File: src/rtl/serial_fifo_bridge_pkg.sv
// rtl/serial_fifo_bridge_pkg.sv - shared defaults and width helper for serial_fifo_bridge
package serial_fifo_bridge_pkg;

  localparam int DATA_W_DEF     = 8;
  localparam int DEPTH_LOG2_DEF = 4;

  // Occupancy needs one extra bit so that "full" (2^DEPTH_LOG2) is representable.
  function automatic int count_w(input int depth_log2);
    return depth_log2 + 1;
  endfunction

endpackage

File: src/rtl/serial_fifo_bridge_byte_fifo.sv
// rtl/serial_fifo_bridge_byte_fifo.sv - first-word-fall-through synchronous byte FIFO
//
// Ports:
//   clock, reset       clock; asynchronous active-low reset
//   push, push_data    write request and byte (refused when full)
//   pop                read request (ignored when empty)
//   pop_data           head entry, valid whenever empty == 0
//   full, empty, count occupancy status, all derived from the count register
module byte_fifo
  import serial_fifo_bridge_pkg::*;
#(
  parameter int DATA_W     = DATA_W_DEF,
  parameter int DEPTH_LOG2 = DEPTH_LOG2_DEF
) (
  input  logic                           clock,
  input  logic                           reset,
  input  logic                           push,
  input  logic [DATA_W-1:0]              push_data,
  input  logic                           pop,
  output logic [DATA_W-1:0]              pop_data,
  output logic                           full,
  output logic                           empty,
  output logic [count_w(DEPTH_LOG2)-1:0] count
);

  localparam int CNT_W = count_w(DEPTH_LOG2);
  localparam int DEPTH = 1 << DEPTH_LOG2;

  logic [DATA_W-1:0]     mem [DEPTH];
  logic [DEPTH_LOG2-1:0] wr_ptr;
  logic [DEPTH_LOG2-1:0] rd_ptr;
  logic                  push_ok;
  logic                  pop_ok;

  // full/empty come straight from the count register, so ready never
  // depends combinationally on a same-cycle pop.
  assign full    = (count == CNT_W'(DEPTH));
  assign empty   = (count == '0);
  assign push_ok = push && !full;
  assign pop_ok  = pop && !empty;

  // FWFT: head is always presented; no bypass from push_data.
  assign pop_data = mem[rd_ptr];

  always_ff @(posedge clock or negedge reset) begin
    if (!reset) begin
      wr_ptr <= '0;
      rd_ptr <= '0;
      count  <= '0;
      for (int i = 0; i < DEPTH; i++) begin
        mem[i] <= '0;
      end
    end else begin
      if (push_ok) begin
        mem[wr_ptr] <= push_data;
        wr_ptr      <= wr_ptr + 1'b1;
      end
      if (pop_ok) begin
        rd_ptr <= rd_ptr + 1'b1;
      end
      case ({push_ok, pop_ok})
        2'b10:   count <= count + 1'b1;
        2'b01:   count <= count - 1'b1;
        default: count <= count;
      endcase
    end
  end

endmodule

File: src/rtl/serial_fifo_bridge.sv
// rtl/serial_fifo_bridge.sv - buffered bridge between processor serial pins and a byte-stream host
//
// Ports:
//   clock, reset                               clock; asynchronous active-low reset
//   proc_rx_data/valid, proc_rx_rden           RX FIFO head toward processor, pop
//   proc_tx_data, proc_tx_wren, proc_tx_ready  processor writes into TX FIFO
//   host_rx_data/valid, host_rx_ready          host writes into RX FIFO
//   host_tx_data/valid, host_tx_ready          TX FIFO head toward host, accept
//   rx_count, tx_count                         FIFO occupancies
//   err_rx_underflow, err_tx_overflow          sticky processor-side protocol errors
//   err_clear                                  clears both sticky flags
module serial_fifo_bridge
  import serial_fifo_bridge_pkg::*;
#(
  parameter int DATA_W     = DATA_W_DEF,
  parameter int DEPTH_LOG2 = DEPTH_LOG2_DEF
) (
  input  logic                           clock,
  input  logic                           reset,
  output logic [DATA_W-1:0]              proc_rx_data,
  output logic                           proc_rx_valid,
  input  logic                           proc_rx_rden,
  input  logic [DATA_W-1:0]              proc_tx_data,
  input  logic                           proc_tx_wren,
  output logic                           proc_tx_ready,
  input  logic [DATA_W-1:0]              host_rx_data,
  input  logic                           host_rx_valid,
  output logic                           host_rx_ready,
  output logic [DATA_W-1:0]              host_tx_data,
  output logic                           host_tx_valid,
  input  logic                           host_tx_ready,
  output logic [count_w(DEPTH_LOG2)-1:0] rx_count,
  output logic [count_w(DEPTH_LOG2)-1:0] tx_count,
  output logic                           err_rx_underflow,
  output logic                           err_tx_overflow,
  input  logic                           err_clear
);

  logic rx_full;
  logic rx_empty;
  logic tx_full;
  logic tx_empty;

  byte_fifo #(
    .DATA_W     (DATA_W),
    .DEPTH_LOG2 (DEPTH_LOG2)
  ) rx_fifo (
    .clock     (clock),
    .reset     (reset),
    .push      (host_rx_valid),
    .push_data (host_rx_data),
    .pop       (proc_rx_rden),
    .pop_data  (proc_rx_data),
    .full      (rx_full),
    .empty     (rx_empty),
    .count     (rx_count)
  );

  byte_fifo #(
    .DATA_W     (DATA_W),
    .DEPTH_LOG2 (DEPTH_LOG2)
  ) tx_fifo (
    .clock     (clock),
    .reset     (reset),
    .push      (proc_tx_wren),
    .push_data (proc_tx_data),
    .pop       (host_tx_ready),
    .pop_data  (host_tx_data),
    .full      (tx_full),
    .empty     (tx_empty),
    .count     (tx_count)
  );

  assign proc_rx_valid = !rx_empty;
  assign host_rx_ready = !rx_full;
  assign proc_tx_ready = !tx_full;
  assign host_tx_valid = !tx_empty;

  // A new violation in the same cycle as err_clear must not be lost,
  // so the set term takes priority over the clear.
  always_ff @(posedge clock or negedge reset) begin
    if (!reset) begin
      err_rx_underflow <= 1'b0;
      err_tx_overflow  <= 1'b0;
    end else begin
      if (proc_rx_rden && rx_empty) begin
        err_rx_underflow <= 1'b1;
      end else if (err_clear) begin
        err_rx_underflow <= 1'b0;
      end
      if (proc_tx_wren && tx_full) begin
        err_tx_overflow <= 1'b1;
      end else if (err_clear) begin
        err_tx_overflow <= 1'b0;
      end
    end
  end

endmodule

File: config.mk
export PLATFORM = sky130hd
export DESIGN_NAME = serial_fifo_bridge
export DESIGN_NICKNAME = d
export VERILOG_FILES = /design/src/rtl/serial_fifo_bridge_pkg.sv /design/src/rtl/serial_fifo_bridge_byte_fifo.sv /design/src/rtl/serial_fifo_bridge.sv
export SDC_FILE = /design/constraint.sdc
export NUM_CORES = 1
export LEC_CHECK = 0
export CORE_ASPECT_RATIO = 1.1
export CORE_MARGIN = 2
export CORE_UTILIZATION = 60
export CTS_BUF_LIST = sky130_fd_sc_hd__clkbuf_16
export CTS_CLUSTER_DIAMETER = 40
export DETAILED_ROUTE_END_ITERATION = 7
export PLACE_DENSITY = 0.85
export SLEW_MARGIN = 20
export SYNTH_ARGS = -nofsm -noshare
export SYNTH_HDL_FRONTEND = slang
export SYNTH_HIERARCHICAL = 1
export SYNTH_SLANG_ARGS = --single-unit
File: constraint.sdc
create_clock -name clock -period 5.54 [get_ports clock]
set_clock_uncertainty 0.05 [all_clocks]
set_input_delay 0.554 -clock clock [delete_from_list [all_inputs] [get_ports clock]]
set_output_delay 0.554 -clock clock [all_outputs]
set_load 0.005 [all_outputs]
# ---- After elaboration in Yosys (flattened, before gate mapping)
# Cells that the tools add are included.
dict set report totals {
  regBits 284
  latch_bits 0
  mem_bits_rw 0
  mem_bits_ro 0
  elab_cells 99
  mem_count 0
}
dict set report op_classes {
  add_sub_neg 8
  multipliers 0
  n_div 0
  magnitude_cmp 6
  eq_ne 6
  shift 0
  mux 17
  n_bitwise 4
  reduce_logical 18
}
# op n
set op_table {}
lappend op_table {{bitwise mux 128 bit} 2}
lappend op_table {{binary-select mux 8 bit (select 4 bit)} 2}
lappend op_table {{demux 8 bit (select 4 bit)} 2}
lappend op_table {{2-to-1 mux 8 bit} 6}
lappend op_table {{>= comparator 5 bit, second input constant} 4}
lappend op_table {{inverter 4 -> 5 bit} 4}
lappend op_table {{case mux 5 bit (2 select lines)} 2}
lappend op_table {{adder 4 x 1 -> 4 bit, second input constant} 4}
lappend op_table {{adder 5 x 1 -> 5 bit, second input constant} 2}
lappend op_table {{equality test 5 bit, second input constant} 2}
lappend op_table {{zero test 5 bit} 2}
lappend op_table {{< comparator 5 x 1 -> 1 bit, second input constant} 2}
lappend op_table {{subtractor 5 x 1 -> 5 bit, second input constant} 2}
lappend op_table {{logical AND 1 bit} 8}
lappend op_table {{nonzero test 2 bit} 4}
lappend op_table {{equality test 2 x 1 -> 1 bit, second input constant} 2}
lappend op_table {{equality test 2 bit, second input constant} 2}
lappend op_table {{zero test 1 bit} 4}
lappend op_table {{2-to-1 mux 1 bit} 3}

# ---- Logic depth before layout (Yosys ltp)
dict set report depth {
  word_depth 6
  depth_mapped 14
  mapped_depth_nobuf 12
}

# ---- By module
# Netlist, hierarchy kept.
# mod instances cells_each area_each_um2 seq_area_each_um2
set by_module_without_submodules {}
lappend by_module_without_submodules {{byte_fifo at tx_fifo} 1 471 6844.1 3528.4}
lappend by_module_without_submodules {{byte_fifo at rx_fifo} 1 457 6722.7 3528.4}
lappend by_module_without_submodules {serial_fifo_bridge 1 12 93.8 50.0}

# ---- Worst setup path before layout
# OpenSTA, ideal clock, no wires.
dict set report synth_timing {
  kind {register -> register}
  from {register tx_fifo.count[1]}
  to {register tx_fifo.count[4]}
  setup_ns 0.124
  t_arrival_ns 2.778
  t_required_ns 5.366
  path_slack_ns 2.588
  stages_incl_launch_ff 15
  path_buffers 2
  period_less_slack_ns 2.952
  path_cell_list {dfrtp_1 -> nor4_2 -> nand2_1 -> and2_4 -> buf_6 -> buf_6 -> inv_1 -> ha_1 -> inv_1 -> fa_1 -> nor2b_1 -> o21ai_0 -> nand3_1 -> or3b_2 -> xnor2_1}
}
dict set report synth_between {
  elab_chain_len 5
}
# item line
set synth_rtl {}
lappend synth_rtl {{start, declared} serial_fifo_bridge_byte_fifo.sv:23} ;# output logic [count_w(DEPTH_LOG2)-1:0] count
lappend synth_rtl {{start signal, assigned} serial_fifo_bridge_byte_fifo.sv:62} ;# 2'b10: count <= count + 1'b1;
lappend synth_rtl {{start signal, assigned} serial_fifo_bridge_byte_fifo.sv:63} ;# 2'b01: count <= count - 1'b1;
lappend synth_rtl {{start signal, assigned} serial_fifo_bridge_byte_fifo.sv:64} ;# default: count <= count;
lappend synth_rtl {{equality test 5 bit / zero test 5 bit (equally long branches)} {serial_fifo_bridge_byte_fifo.sv:37, serial_fifo_bridge_byte_fifo.sv:38}}
lappend synth_rtl {{zero test 1 bit (on tied branches)} {serial_fifo_bridge_byte_fifo.sv:39, serial_fifo_bridge_byte_fifo.sv:40}}
lappend synth_rtl {{logical AND 1 bit (on tied branches)} {serial_fifo_bridge_byte_fifo.sv:39, serial_fifo_bridge_byte_fifo.sv:40}}
lappend synth_rtl {{equality test 2 x 1 -> 1 bit / equality test 2 bit (equally long branches)} serial_fifo_bridge_byte_fifo.sv:61} ;# case ({push_ok, pop_ok})
lappend synth_rtl {{case mux 5 bit (2 select lines) / nonzero test 2 bit (equally long branches)} --}
# Several ways; a longest one is shown, not always the timed one.
# A chain may end at the register's enable or synchronous reset.

# ---- Final worst setup path
dict set report layout_timing {
  from {register rx_fifo.rd_ptr[0]}
  to {output port proc_rx_data[7]}
}
dict set report layout_between {
  elab_chain_len 4
}
# item line
set layout_rtl {}
lappend layout_rtl {{start, declared} serial_fifo_bridge_byte_fifo.sv:31} ;# logic [DEPTH_LOG2-1:0] rd_ptr;
lappend layout_rtl {{start signal, assigned} serial_fifo_bridge_byte_fifo.sv:59} ;# rd_ptr <= rd_ptr + 1'b1;
lappend layout_rtl {{inverter 4 -> 5 bit (not written as such)} serial_fifo_bridge_byte_fifo.sv:43} ;# assign pop_data = mem[rd_ptr];
lappend layout_rtl {{binary-select mux 8 bit (select 4 bit)} serial_fifo_bridge_byte_fifo.sv:43}
lappend layout_rtl {{2-to-1 mux 8 bit (not written as such) (2 in series)} serial_fifo_bridge_byte_fifo.sv:43}
lappend layout_rtl {{end, declared} serial_fifo_bridge.sv:20} ;# output logic [DATA_W-1:0] proc_rx_data,
# Every way passes these cells. The select of a mux whose other input is x is not followed.

==> results.sh <==
export IMPL_cts_resized=0
export IMPL_grt_pass1_vias=8766
export IMPL_cts_tree="done"
export IMPL_area_delta_synth_final_pct=14.24
export IMPL_syn_nets=983
export IMPL_drc=0
export IMPL_rows=57
export IMPL_worstSetupPathType="flop to primary output"
export IMPL_vias=7956
export IMPL_ant_nets=0
export IMPL_via_per_inst=6.111
export IMPL_fin_cells=1302
export IMPL_grt_total_usage_pct=24.68
export IMPL_period_minus_slack_ns=4.076
export IMPL_synth_edf_count=0
export IMPL_drive_above_1_share_pct=40.22
export IMPL_cp_cell_sequence="buf_4 -> mux2i_1 -> a221oi_1 -> o21ai_0 -> nand2_1 -> clkdlybuf4s50_1"
export IMPL_clk_latency_ns=0.51
export IMPL_grt_pass1_wl_um=46950
export IMPL_nets=1024
export IMPL_syn_cell_area_um2=13660
export IMPL_clkSinkCount=284
export IMPL_gp_congestion=0.8132
export IMPL_crit_family="buffers and inverters"
export IMPL_dp_hpwl_um=18360
export IMPL_final_cell_mix="dfrtp_1 (282), mux2_2 (256), mux2i_1 (57), clkdlybuf4s50_1 (53), clkbuf_16 (41)"
export IMPL_async_flop_share_pct=100.0
export IMPL_critPathMaxFanout=28
export IMPL_wl_per_cell_um=21.62
export IMPL_drt_iter0_markers=357
export IMPL_cts_htree_levels=2
export IMPL_synth_top_flop_cell="dfrtp_1"
export IMPL_p_leak_nw=6.905
export IMPL_synth_distinct_cells=43
export IMPL_grt_setup_unrepaired="no"
export IMPL_chipHeight_um=162.3
export IMPL_r2r_start="tx_fifo/count[1]$_DFFE_PN0P_"
export IMPL_maxSlewViolCount=0
export IMPL_numCtsBuffers=39
export IMPL_crit_required_ns=4.94
export IMPL_final_setup_tns_ns=0
export IMPL_worstSetupEndpointType="primary output"
export IMPL_synthesis_area_per_instance_um2=14.53
export IMPL_die_area_um2=23990
export IMPL_setup_viol=0
export IMPL_post_cts_setup_buffers=0
export IMPL_ys_seq_area_share_pct=52.02
export IMPL_gr_total_overflow=0
export IMPL_fill_cells=1475
export IMPL_core_area_um2=22250
export IMPL_powerDensity_nw_per_um2=648.4
export IMPL_wirelength_um=28140
export IMPL_maxCapViolations=0
export IMPL_arrival_ns=3.47
export IMPL_antenna_cells=0
export IMPL_final_common_cell="dfrtp_1"
export IMPL_vdd_drop_max_uv=416.5
export IMPL_yosysWarnings=6
export IMPL_min_period_over_period_pct=73.57
export IMPL_ios=55
export IMPL_drtPass1Iterations=4
export IMPL_timing_fmax_mhz=245.3
export IMPL_cp_slowest_cell="dfrtp_2"
export IMPL_root_buffer="clkbuf_16"
export IMPL_worst_setup_path_start_kind="flop"
export IMPL_port_buffers=54
export IMPL_outcome="finished clean"
export IMPL_ys_seq_elements=284
export IMPL_hold_path_class="primary input to async pin"
export IMPL_antenna_found_initial=0
export IMPL_dp_cells=1235
export IMPL_tightest_slew_ns=0.9057
export IMPL_synth_cells=940
export IMPL_clock_path_buffers=3
export IMPL_timing_hold_violations_final=0
export IMPL_fp_dieW_um=147.9
export IMPL_slowest_delay_ns=0.81
export IMPL_crit_buf_inv=2
export IMPL_start_util_pct=61.39
export IMPL_relSlewSlack_pct=39.62
export IMPL_grt_max_degree=116
export IMPL_hold_buffers=0
export IMPL_clk_pin_slew_worst_paths_ns=0.05
export IMPL_crit_start="rx_fifo/rd_ptr[0]$_DFFE_PN0P_"
-- per-stage QoR --
| stage | instance area (um2) | power [mW] | util (%) | hold slack [ns] | worst slack, ns |
|---|---|---|---|---|---|
| 2_1_floorplan | 13660 | 6.452 | - | 0.2084 | 2.588 |
| 5_1_grt | 15610 | 10.72 | 70.14 | 0.1271 | 1.231 |
| 6_report | 15610 | 10.12 | 70.14 | 0.05997 | 1.464 |
| 4_1_cts | 15610 | 10.17 | 70.14 | 0.09719 | 1.436 |
| 3_3_place_gp | 14320 | 7.438 | 64.34 | 0.4199 | 2.203 |
| 3_5_place_dp | 14320 | 7.647 | 64.34 | 0.4293 | 2.132 |
-- cell usage after synthesis, drive strengths merged (3+ instances only) --
library cell	number	area, um2
a21oi	12	60.06
dfrtp	284	7107
nand3	27	375.4
o21ai	34	173.9
nor2b	10	62.56
a21o	3	23.77
inv	18	67.56
buf	32	206.5
mux4	32	720.7
a221oi	24	210.2
xnor2	15	131.4
nand2	31	116.4
nor2	4	15.01
and2	4	27.53
nand4	10	147.6
ha	18	225.2
mux2i	57	570.6
clkbuf	29	118.9
mux2	267	3037
a22oi	16	120.1
xor2	5	43.79
-- power by group --
part / switching [mW] / total (mW) / internal (mW) / leakage (nW)
Clock: 0.924 / 2.46 / 1.54 / 0.637
Combinational: 1.58 / 3.75 / 2.18 / 2.76
Sequential: 0.821 / 3.91 / 3.09 / 3.51
Total: 3.32 / 10.1 / 6.80 / 6.91
-- layer usage --
layer  part of all wire, %  track usage [%]  up-vias
met5                     0                0        -
met4                   3.0            9.134        0
met3                   4.0            4.635       69
met2                    52            43.02      169
met1                    41            30.92     4145
li1                      -                -     3573
-- sequential cells by signal, summed over array words and instances (netlist names) --
| register | flops |
|---|---|
| rx_fifo/mem | 128 |
| rx_fifo/count | 5 |
| rx_fifo/wr_ptr | 4 |
| err_rx_underflow | 1 |
| tx_fifo/wr_ptr | 4 |
| tx_fifo/mem | 128 |
| rx_fifo/rd_ptr | 4 |
| err_tx_overflow | 1 |
| tx_fifo/count | 5 |
| tx_fifo/rd_ptr | 4 |
-- cell type report --
class | count | area [um2] | share of cell area [%]
inverters | 18 | 67.56 | 0.4329
repair buffers | 61 | 610.6 | 3.912
clock buffers | 41 | 1026 | 6.574
flip-flops and latches | 284 | 7109 | 45.55
multi-input cells | 577 | 6161 | 39.48
well taps | 295 | 369.1 | 2.365
clock inverters | 26 | 262.8 | 1.684
-- worst paths after layout --
kind | endpoint | slack, ns | cells past startpoint
worst max register to register | tx_fifo/count[4]$_DFFE_PN0P_ | 2.43 | 12
max in group asynchronous | rx_fifo/mem[50]$_DFFE_PN0P_ | 3.98 | 2
min in group clock | tx_fifo/mem[38]$_DFFE_PN0P_ | 0.44 | 1
worst min-delay path | tx_fifo/mem[31]$_DFFE_PN0P_ | 0.06 | 1
worst max-delay path | proc_rx_data[7] | 1.46 | 6
worst min register to register | tx_fifo/mem[38]$_DFFE_PN0P_ | 0.44 | 1
-- cell families after synthesis --
logic type / count (synthesis) / share of synthesized area (%)
multiplexers: 356 / 31.68
flip-flops: 284 / 52.02
AO/OA/AOI/OAI: 91 / 4.442
AND/OR/NAND/NOR: 90 / 5.752
buffers and inverters: 79 / 2.876
XOR/XNOR: 20 / 1.282
adder cells (fa/ha/maj): 20 / 1.942
No activity file was read; power rests on OpenSTA's default activity.
